File: config.mk
export PLATFORM = sky130hd
export DESIGN_NAME = line_pingpong_buffer
export DESIGN_NICKNAME = d
export VERILOG_FILES = /design/src/rtl/video_pkg.sv /design/src/rtl/line_bank_ram.sv /design/src/rtl/line_pingpong_buffer.sv
export SDC_FILE = /design/constraint.sdc
export NUM_CORES = 2
export LEC_CHECK = 0
export CORE_UTILIZATION = 44
export DETAILED_ROUTE_END_ITERATION = 12
export GPL_TIMING_DRIVEN = 0
export PLACE_DENSITY = 0.63
export SYNTH_ARGS = -nofsm -noshare
export SYNTH_HDL_FRONTEND = slang
export SYNTH_SLANG_ARGS = --single-unit
export TNS_END_PERCENT = 30
File: constraint.sdc
create_clock -name clk -period 4.18 [get_ports clk]
set_clock_uncertainty 0.1 [all_clocks]
set_input_delay 0.836 -clock clk [delete_from_list [all_inputs] [get_ports clk]]
set_output_delay 0.836 -clock clk [all_outputs]
set_load 0.03 [all_outputs]
File: src/rtl/video_pkg.sv
// ----------------------------------------------------------------------------
// video_pkg
// Shared video definitions: pixel level codes, the default line length and
// the life-cycle states of a line bank.
// Level codes are {out_450ohm, out_900ohm}.
// ----------------------------------------------------------------------------
package video_pkg;

  localparam int PIXELS_PER_LINE = 256;

  localparam logic [1:0] LEVEL_SYNC  = 2'b00;
  localparam logic [1:0] LEVEL_BLACK = 2'b01;
  localparam logic [1:0] LEVEL_WHITE = 2'b11;

  // A bank cycles EMPTY -> FILLING -> FULL -> READING -> EMPTY.
  typedef enum logic [1:0] {
    BANK_EMPTY,
    BANK_FILLING,
    BANK_FULL,
    BANK_READING
  } bank_state_e;

endpackage

File: src/rtl/line_bank_ram.sv
// ----------------------------------------------------------------------------
// line_bank_ram
// Simple dual-port storage for both line banks: one write port, one read
// port with a registered output (one cycle read latency).
// Ports:
//   clk      - clock
//   i_we     - write enable
//   i_waddr  - write address
//   i_wdata  - write data
//   i_raddr  - read address, sampled every cycle
//   o_rdata  - read data, valid the cycle after i_raddr
// ----------------------------------------------------------------------------
module line_bank_ram #(
  parameter int DEPTH  = 512,
  parameter int DATA_W = 2,
  parameter int ADDR_W = $clog2(DEPTH)
) (
  input  logic              clk,
  input  logic              i_we,
  input  logic [ADDR_W-1:0] i_waddr,
  input  logic [DATA_W-1:0] i_wdata,
  input  logic [ADDR_W-1:0] i_raddr,
  output logic [DATA_W-1:0] o_rdata
);

  logic [DATA_W-1:0] r_mem [DEPTH];
  logic [DATA_W-1:0] r_rdata;

  // NOTE: the array and its read register have no reset so the storage maps
  // onto block RAM; stale contents are never seen because bank lengths gate
  // every read.
  always_ff @(posedge clk) begin
    if (i_we) begin
      r_mem[i_waddr] <= i_wdata;
    end
    r_rdata <= r_mem[i_raddr];
  end

  assign o_rdata = r_rdata;

endmodule

File: src/rtl/line_pingpong_buffer.sv
// ----------------------------------------------------------------------------
// line_pingpong_buffer
// Two-bank scanline buffer between a pixel producer and the video timing
// generator. One bank fills while the other is rendered; banks swap on each
// line start. Sync codes are never emitted in the active region, and a line
// start with nothing committed renders black and is counted as an underrun.
// Ports:
//   clk, reset_n      - pixel clock, asynchronous active-low reset
//   wr_valid/ready    - write handshake; a pixel moves when both are high
//   wr_level, wr_last - pixel level and end-of-line marker
//   rd_line_start     - pulse: start rendering the next committed line
//   rd_pixel_advance  - pulse: step to the next pixel
//   rd_level          - level of the current pixel (black when invalid)
//   underrun          - sticky: a line started with no committed bank
//   underrun_count    - saturating underrun count
// ----------------------------------------------------------------------------
module line_pingpong_buffer
  import video_pkg::*;
#(
  parameter int PIXELS_PER_LINE = video_pkg::PIXELS_PER_LINE,
  parameter int LEVEL_W         = 2
) (
  input  logic               clk,
  input  logic               reset_n,
  input  logic               wr_valid,
  output logic               wr_ready,
  input  logic [LEVEL_W-1:0] wr_level,
  input  logic               wr_last,
  input  logic               rd_line_start,
  input  logic               rd_pixel_advance,
  output logic [LEVEL_W-1:0] rd_level,
  output logic               underrun,
  output logic [7:0]         underrun_count
);

  localparam int IDX_W  = $clog2(PIXELS_PER_LINE);
  localparam int LEN_W  = IDX_W + 1;
  localparam int ADDR_W = IDX_W + 1;
  localparam logic [LEVEL_W-1:0] W_BLACK = LEVEL_W'(LEVEL_BLACK);
  localparam logic [LEVEL_W-1:0] W_SYNC  = LEVEL_W'(LEVEL_SYNC);

  bank_state_e        r_bank_state [2];
  bank_state_e        w_bank_state_nxt [2];
  logic [LEN_W-1:0]   r_bank_len [2];

  logic               r_wr_bank;     // bank being (or next to be) filled
  logic [IDX_W-1:0]   r_wr_idx;
  logic               r_rd_next;     // oldest committed bank, next to render
  logic               r_rd_bank;
  logic               r_rd_active;
  logic [LEN_W-1:0]   r_rd_idx;      // saturates at PIXELS_PER_LINE
  logic               r_rd_valid;    // rd data register holds a real pixel
  logic               r_underrun;
  logic [7:0]         r_underrun_count;

  logic               w_wr_ready;
  logic               w_wr_fire;
  logic               w_wr_commit;
  logic [LEVEL_W-1:0] w_wr_data;
  logic               w_swap;
  logic               w_underrun_evt;
  logic               w_rd_bank_nxt;
  logic               w_rd_active_nxt;
  logic [LEN_W-1:0]   w_rd_idx_nxt;
  logic               w_rd_valid_nxt;
  logic [ADDR_W-1:0]  w_wr_addr;
  logic [ADDR_W-1:0]  w_rd_addr;
  logic [LEVEL_W-1:0] w_ram_q;

  // Banks are filled and rendered in strict alternation, so the write target
  // is the only bank that can be EMPTY/FILLING while the other is busy.
  assign w_wr_ready  = (r_bank_state[r_wr_bank] == BANK_EMPTY) ||
                       (r_bank_state[r_wr_bank] == BANK_FILLING);
  assign w_wr_fire   = wr_valid && w_wr_ready;
  assign w_wr_commit = w_wr_fire &&
                       (wr_last || (r_wr_idx == IDX_W'(PIXELS_PER_LINE - 1)));
  assign w_wr_data   = (wr_level == W_SYNC) ? W_BLACK : wr_level;
  assign w_wr_addr   = {r_wr_bank, r_wr_idx};

  // Only registered state is examined, so a bank committed this cycle is
  // first eligible for a line start on the next cycle.
  assign w_swap         = rd_line_start && (r_bank_state[r_rd_next] == BANK_FULL);
  assign w_underrun_evt = rd_line_start && !w_swap;

  // Bank state machines: next state
  // NOTE: every always_comb output gets a default before any branch, so no
  // path can leave it unassigned and infer a latch.
  always_comb begin
    for (int b = 0; b < 2; b++) begin
      w_bank_state_nxt[b] = r_bank_state[b];
      if (rd_line_start && (r_bank_state[b] == BANK_READING)) begin
        w_bank_state_nxt[b] = BANK_EMPTY;
      end
    end
    if (w_swap) begin
      w_bank_state_nxt[r_rd_next] = BANK_READING;
    end
    if (w_wr_fire) begin
      w_bank_state_nxt[r_wr_bank] = w_wr_commit ? BANK_FULL : BANK_FILLING;
    end
  end

  // Read pointer: line start wins over a coincident advance.
  always_comb begin
    w_rd_bank_nxt   = r_rd_bank;
    w_rd_active_nxt = r_rd_active;
    w_rd_idx_nxt    = r_rd_idx;
    if (w_swap) begin
      w_rd_bank_nxt   = r_rd_next;
      w_rd_active_nxt = 1'b1;
      w_rd_idx_nxt    = '0;
    end else if (rd_line_start) begin
      w_rd_active_nxt = 1'b0;
      w_rd_idx_nxt    = '0;
    end else if (rd_pixel_advance && r_rd_active &&
                 (r_rd_idx < LEN_W'(PIXELS_PER_LINE))) begin
      w_rd_idx_nxt = r_rd_idx + 1'b1;
    end
  end

  assign w_rd_valid_nxt = w_rd_active_nxt &&
                          (w_rd_idx_nxt < r_bank_len[w_rd_bank_nxt]);
  assign w_rd_addr      = {w_rd_bank_nxt, w_rd_idx_nxt[IDX_W-1:0]};

  // NOTE: state registers use non-blocking assignments so every flop samples
  // the values from before the edge, independent of statement order.
  always_ff @(posedge clk or negedge reset_n) begin
    if (!reset_n) begin
      for (int b = 0; b < 2; b++) begin
        r_bank_state[b] <= BANK_EMPTY;
        r_bank_len[b]   <= '0;
      end
      r_wr_bank        <= 1'b0;
      r_wr_idx         <= '0;
      r_rd_next        <= 1'b0;
      r_rd_bank        <= 1'b0;
      r_rd_active      <= 1'b0;
      r_rd_idx         <= '0;
      r_rd_valid       <= 1'b0;
      r_underrun       <= 1'b0;
      r_underrun_count <= '0;
    end else begin
      for (int b = 0; b < 2; b++) begin
        r_bank_state[b] <= w_bank_state_nxt[b];
      end
      if (w_wr_commit) begin
        r_bank_len[r_wr_bank] <= LEN_W'(r_wr_idx) + 1'b1;
        r_wr_idx              <= '0;
        r_wr_bank             <= ~r_wr_bank;
      end else if (w_wr_fire) begin
        r_wr_idx <= r_wr_idx + 1'b1;
      end
      if (w_swap) begin
        r_rd_next <= ~r_rd_next;
      end
      r_rd_bank   <= w_rd_bank_nxt;
      r_rd_active <= w_rd_active_nxt;
      r_rd_idx    <= w_rd_idx_nxt;
      r_rd_valid  <= w_rd_valid_nxt;
      if (w_underrun_evt) begin
        r_underrun <= 1'b1;
        if (r_underrun_count != 8'hFF) begin
          r_underrun_count <= r_underrun_count + 8'd1;
        end
      end
    end
  end

  line_bank_ram #(
    .DEPTH  (2 * PIXELS_PER_LINE),
    .DATA_W (LEVEL_W),
    .ADDR_W (ADDR_W)
  ) u_ram (
    .clk     (clk),
    .i_we    (w_wr_fire),
    .i_waddr (w_wr_addr),
    .i_wdata (w_wr_data),
    .i_raddr (w_rd_addr),
    .o_rdata (w_ram_q)
  );

  assign wr_ready       = w_wr_ready;
  assign rd_level       = r_rd_valid ? w_ram_q : W_BLACK;
  assign underrun       = r_underrun;
  assign underrun_count = r_underrun_count;

endmodule
==> flow_metrics.tcl <==
set metrics [dict create \
    status "finished with violations" \
    violations "max-capacitance violations, max-slew violations, negative setup slack" \
    crit_path_end_kind "register" \
    gp_congestion 1.05 \
    synth_mux_area_share_pct 2.84 \
    path_clk_slew_ps 60 \
    cp_slowest_cell "dfrtp_1" \
    drc 0 \
    rsz0062_at_grt "false" \
    clk_latency_ps 730 \
    start_util_pct 44.6 \
    synth_flop_cell "edfxtp_1" \
    dpl.hpwl_um 128000 \
    mostFrequentLayoutCell "edfxtp_1" \
    antenna_found_initial 13 \
    syn_to_final_growth_pct 14.8 \
    final-setup-viol-count 2 \
    yosys.area_share.adder_pct 0.357 \
    pre_cts_ws_ps -2280 \
    cpPeakStageDelay_ps 470 \
    routed_wl_um 203000 \
    min_period_ps 4370 \
    core_area_mm2 0.102 \
    synth_xor_area_share_pct 0.346 \
    yosysSeqAreaShare_pct 70.5 \
    hold_path.class "in -> async" \
    crit_chain "and3b_1 > buf_4 > mux2i_2 > inv_2 > buf_2 > buf_4 > clkbuf_4 > nand2_1 > a31oi_1 > nand4_1 > nand4_1 > a211oi_1 > o211ai_1 > o311a_1" \
    synth-seq-cells 1079 \
    fin_ws_ps -188 \
    leakagePower_nw 17.7 \
    cp.arrival_ps 4930 \
    synth_compound_area_share_pct 4.79 \
    path_max_fanout 10 \
    whs_ps 16.8 \
    overflow 0 \
    ys.warnings.count 0 \
    pin_count 20 \
    h-tree-depth 3 \
    synth_cells 3779 \
    die_w_um 324 \
    p_per_area_mw_per_mm2 517 \
    crit_path_start_kind "register" \
    power_mw 27.0 \
    nNetsFinal 3959 \
    slew_headroom_pct -14.8 \
    ant_nets 0 \
    grt_max_degree 211 \
    irDropWorstVdd_uv 329 \
    layout_common_cells "edfxtp_1 (1024), nand2_1 (889), nor2_1 (533), nand3_1 (311), clkbuf_16 (117)" \
    syn_avg_cell_area_um2 12.1 \
    clock_path_buffers 3 \
    synth-edff-count 1024 \
    grt_pass1_vias 33200 \
    hold_viol 0 \
    grt_pass1_wl_um 271000 \
    via_per_inst 6.73 \
    place_area_mm2 0.0479 \
    dr.pass1.iters 7 \
    rows 117 \
    drt_iter0_markers 8280 \
    cts_tree "built" \
    netlist_area_mm2 0.0456 \
    cap_viol_max_count 14 \
    critPathTopFamily "buffers and inverters" \
    tns_ps -357 \
    wl_per_cell_um 37.6 \
    drv_slew 137 \
    root_buffer "clkbuf_16" \
    synth_simple_gate_area_share_pct 18.2 \
    critPathKind "reg -> reg" \
    synthArstFlopShare_pct 4.91 \
    port_buffers 18 \
    vias 36400 \
    cp_num_buf_inv 5 \
    gr-usage-all-layers_pct 38.5 \
    design_area_mm2 0.0523 \
    drive_above_1_share_pct 11.3 \
    fmax_mhz 229 \
    synth.net_count 3800 \
    dieArea_mm2 0.105 \
    fp.dieH_um 324 \
    cts.sinks 1079 \
    worst_slew_pin_slew_ps 1720 \
    synth_top_family_by_area "simple AND/OR/NAND/NOR gates" \
    synth_cell_types 75 \
    crit_required_ps 4740 \
    cts_buffers 111 \
    post-route-period-util_pct 104 \
]
[flip-flops by register name (all words and copies together), names as in the netlist]
name,flops
r_rd_bank,1
r_bank_len,18
r_bank_state,4
underrun,1
r_rd_active,1
u_ram.r_mem,1024
u_ram.o_rdata,2
r_wr_bank,1
r_rd_valid,1
r_rd_idx,9
r_wr_idx,8
underrun_count,8
r_rd_next,1
[through the flow]
stage | instances | utilization [%]
floorplan | 3779 | -
global placement | 5165 | 46.5
detailed placement | 5182 | 46.8
CTS | 5395 | 51.0
global route | 5396 | 51.2
finish | 5409 | 51.2
[cell usage after synthesis (32+ instances only)]
cell      instances  share of area (%)
buf_2            88               0.97
buf_4            32               0.53
o21ai_0          48               0.53
dfrtp_1          53                2.9
edfxtp_1       1024                 67
mux2i_1          82                1.8
nand2_1         891                7.3
a21oi_1          35               0.38
nand3_1         312                3.4
and3_1           34               0.47
nand4_1          89                1.2
a31oi_1          84                1.2
clkbuf_1        146                1.2
nor2_1          541                4.5
[area by class of cell]
type,count,area [µm²]
well taps,1368,1710
repair buffers,48,653
flip-flops and latches,1079,32100
inverters,17,67.6
clock buffers,144,3040
multi-input cells,2403,12300
diodes,13,32.5
fillers,9117,49900
plain buffers,278,1930
clock inverters,59,475
[worst register-to-register path: cells and delay by family, from the launching register on]
family          cells  cell delay [ps]
simple gates        4              840
buf+inv             5             1530
flops               1              470
mux                 1              170
compound gates      4             1200
[layer usage]
metal | vias to the layer above | GRT usage, % | wire length (µm)
li1 | 14000 | - | -
met1 | 17700 | 49.0 | 67900
met2 | 3775 | 53.3 | 81400
met3 | 899 | 16.7 | 36800
met4 | 2 | 25.3 | 17100
met5 | - | 0 | 13
[power breakdown]
group | total, mW | internal [mW] | leakage (nW) | switching, mW
Sequential | 12.1 | 12.0 | 10.3 | 0.141
Clock | 9.91 | 5.52 | 1.72 | 4.38
Combinational | 4.98 | 1.18 | 5.69 | 3.81
Total | 27.0 | 18.7 | 17.7 | 8.33
[worst paths after layout]
| path | slack (ps) | to | from | depth (start not counted) |
|---|---|---|---|---|
| max | -190 | u_ram.o_rdata[0] | r_rd_active | 14 |
| min | 20 | underrun_count[4] | reset_n | 1 |
| max reg2reg | -190 | u_ram.o_rdata[0] | r_rd_active | 14 |
| min reg2reg | 380 | r_bank_len[17] | r_bank_len[17] | 1 |
| max in group asynchronous | 3390 | r_rd_idx[0] | reset_n | 2 |
| min in group clk | 380 | r_bank_len[17] | r_bank_len[17] | 1 |
[cell families after synthesis]
family,after synthesis
AOI/OAI and AO/OA,314
buffers and inverters,297
xor gates and xnor gates,18
and+or+nand+nor,1953
adders and majority gates,13
muxes,105
DFF,1079
[what timing repair did]
action,in CTS,in global routing
pin swaps,7,3
gates resized for setup,242,54
hold buffers,0,0
endpoints found under the setup margin,3,3
buffers inserted,11,0
Power figures use the tool's default switching activity.
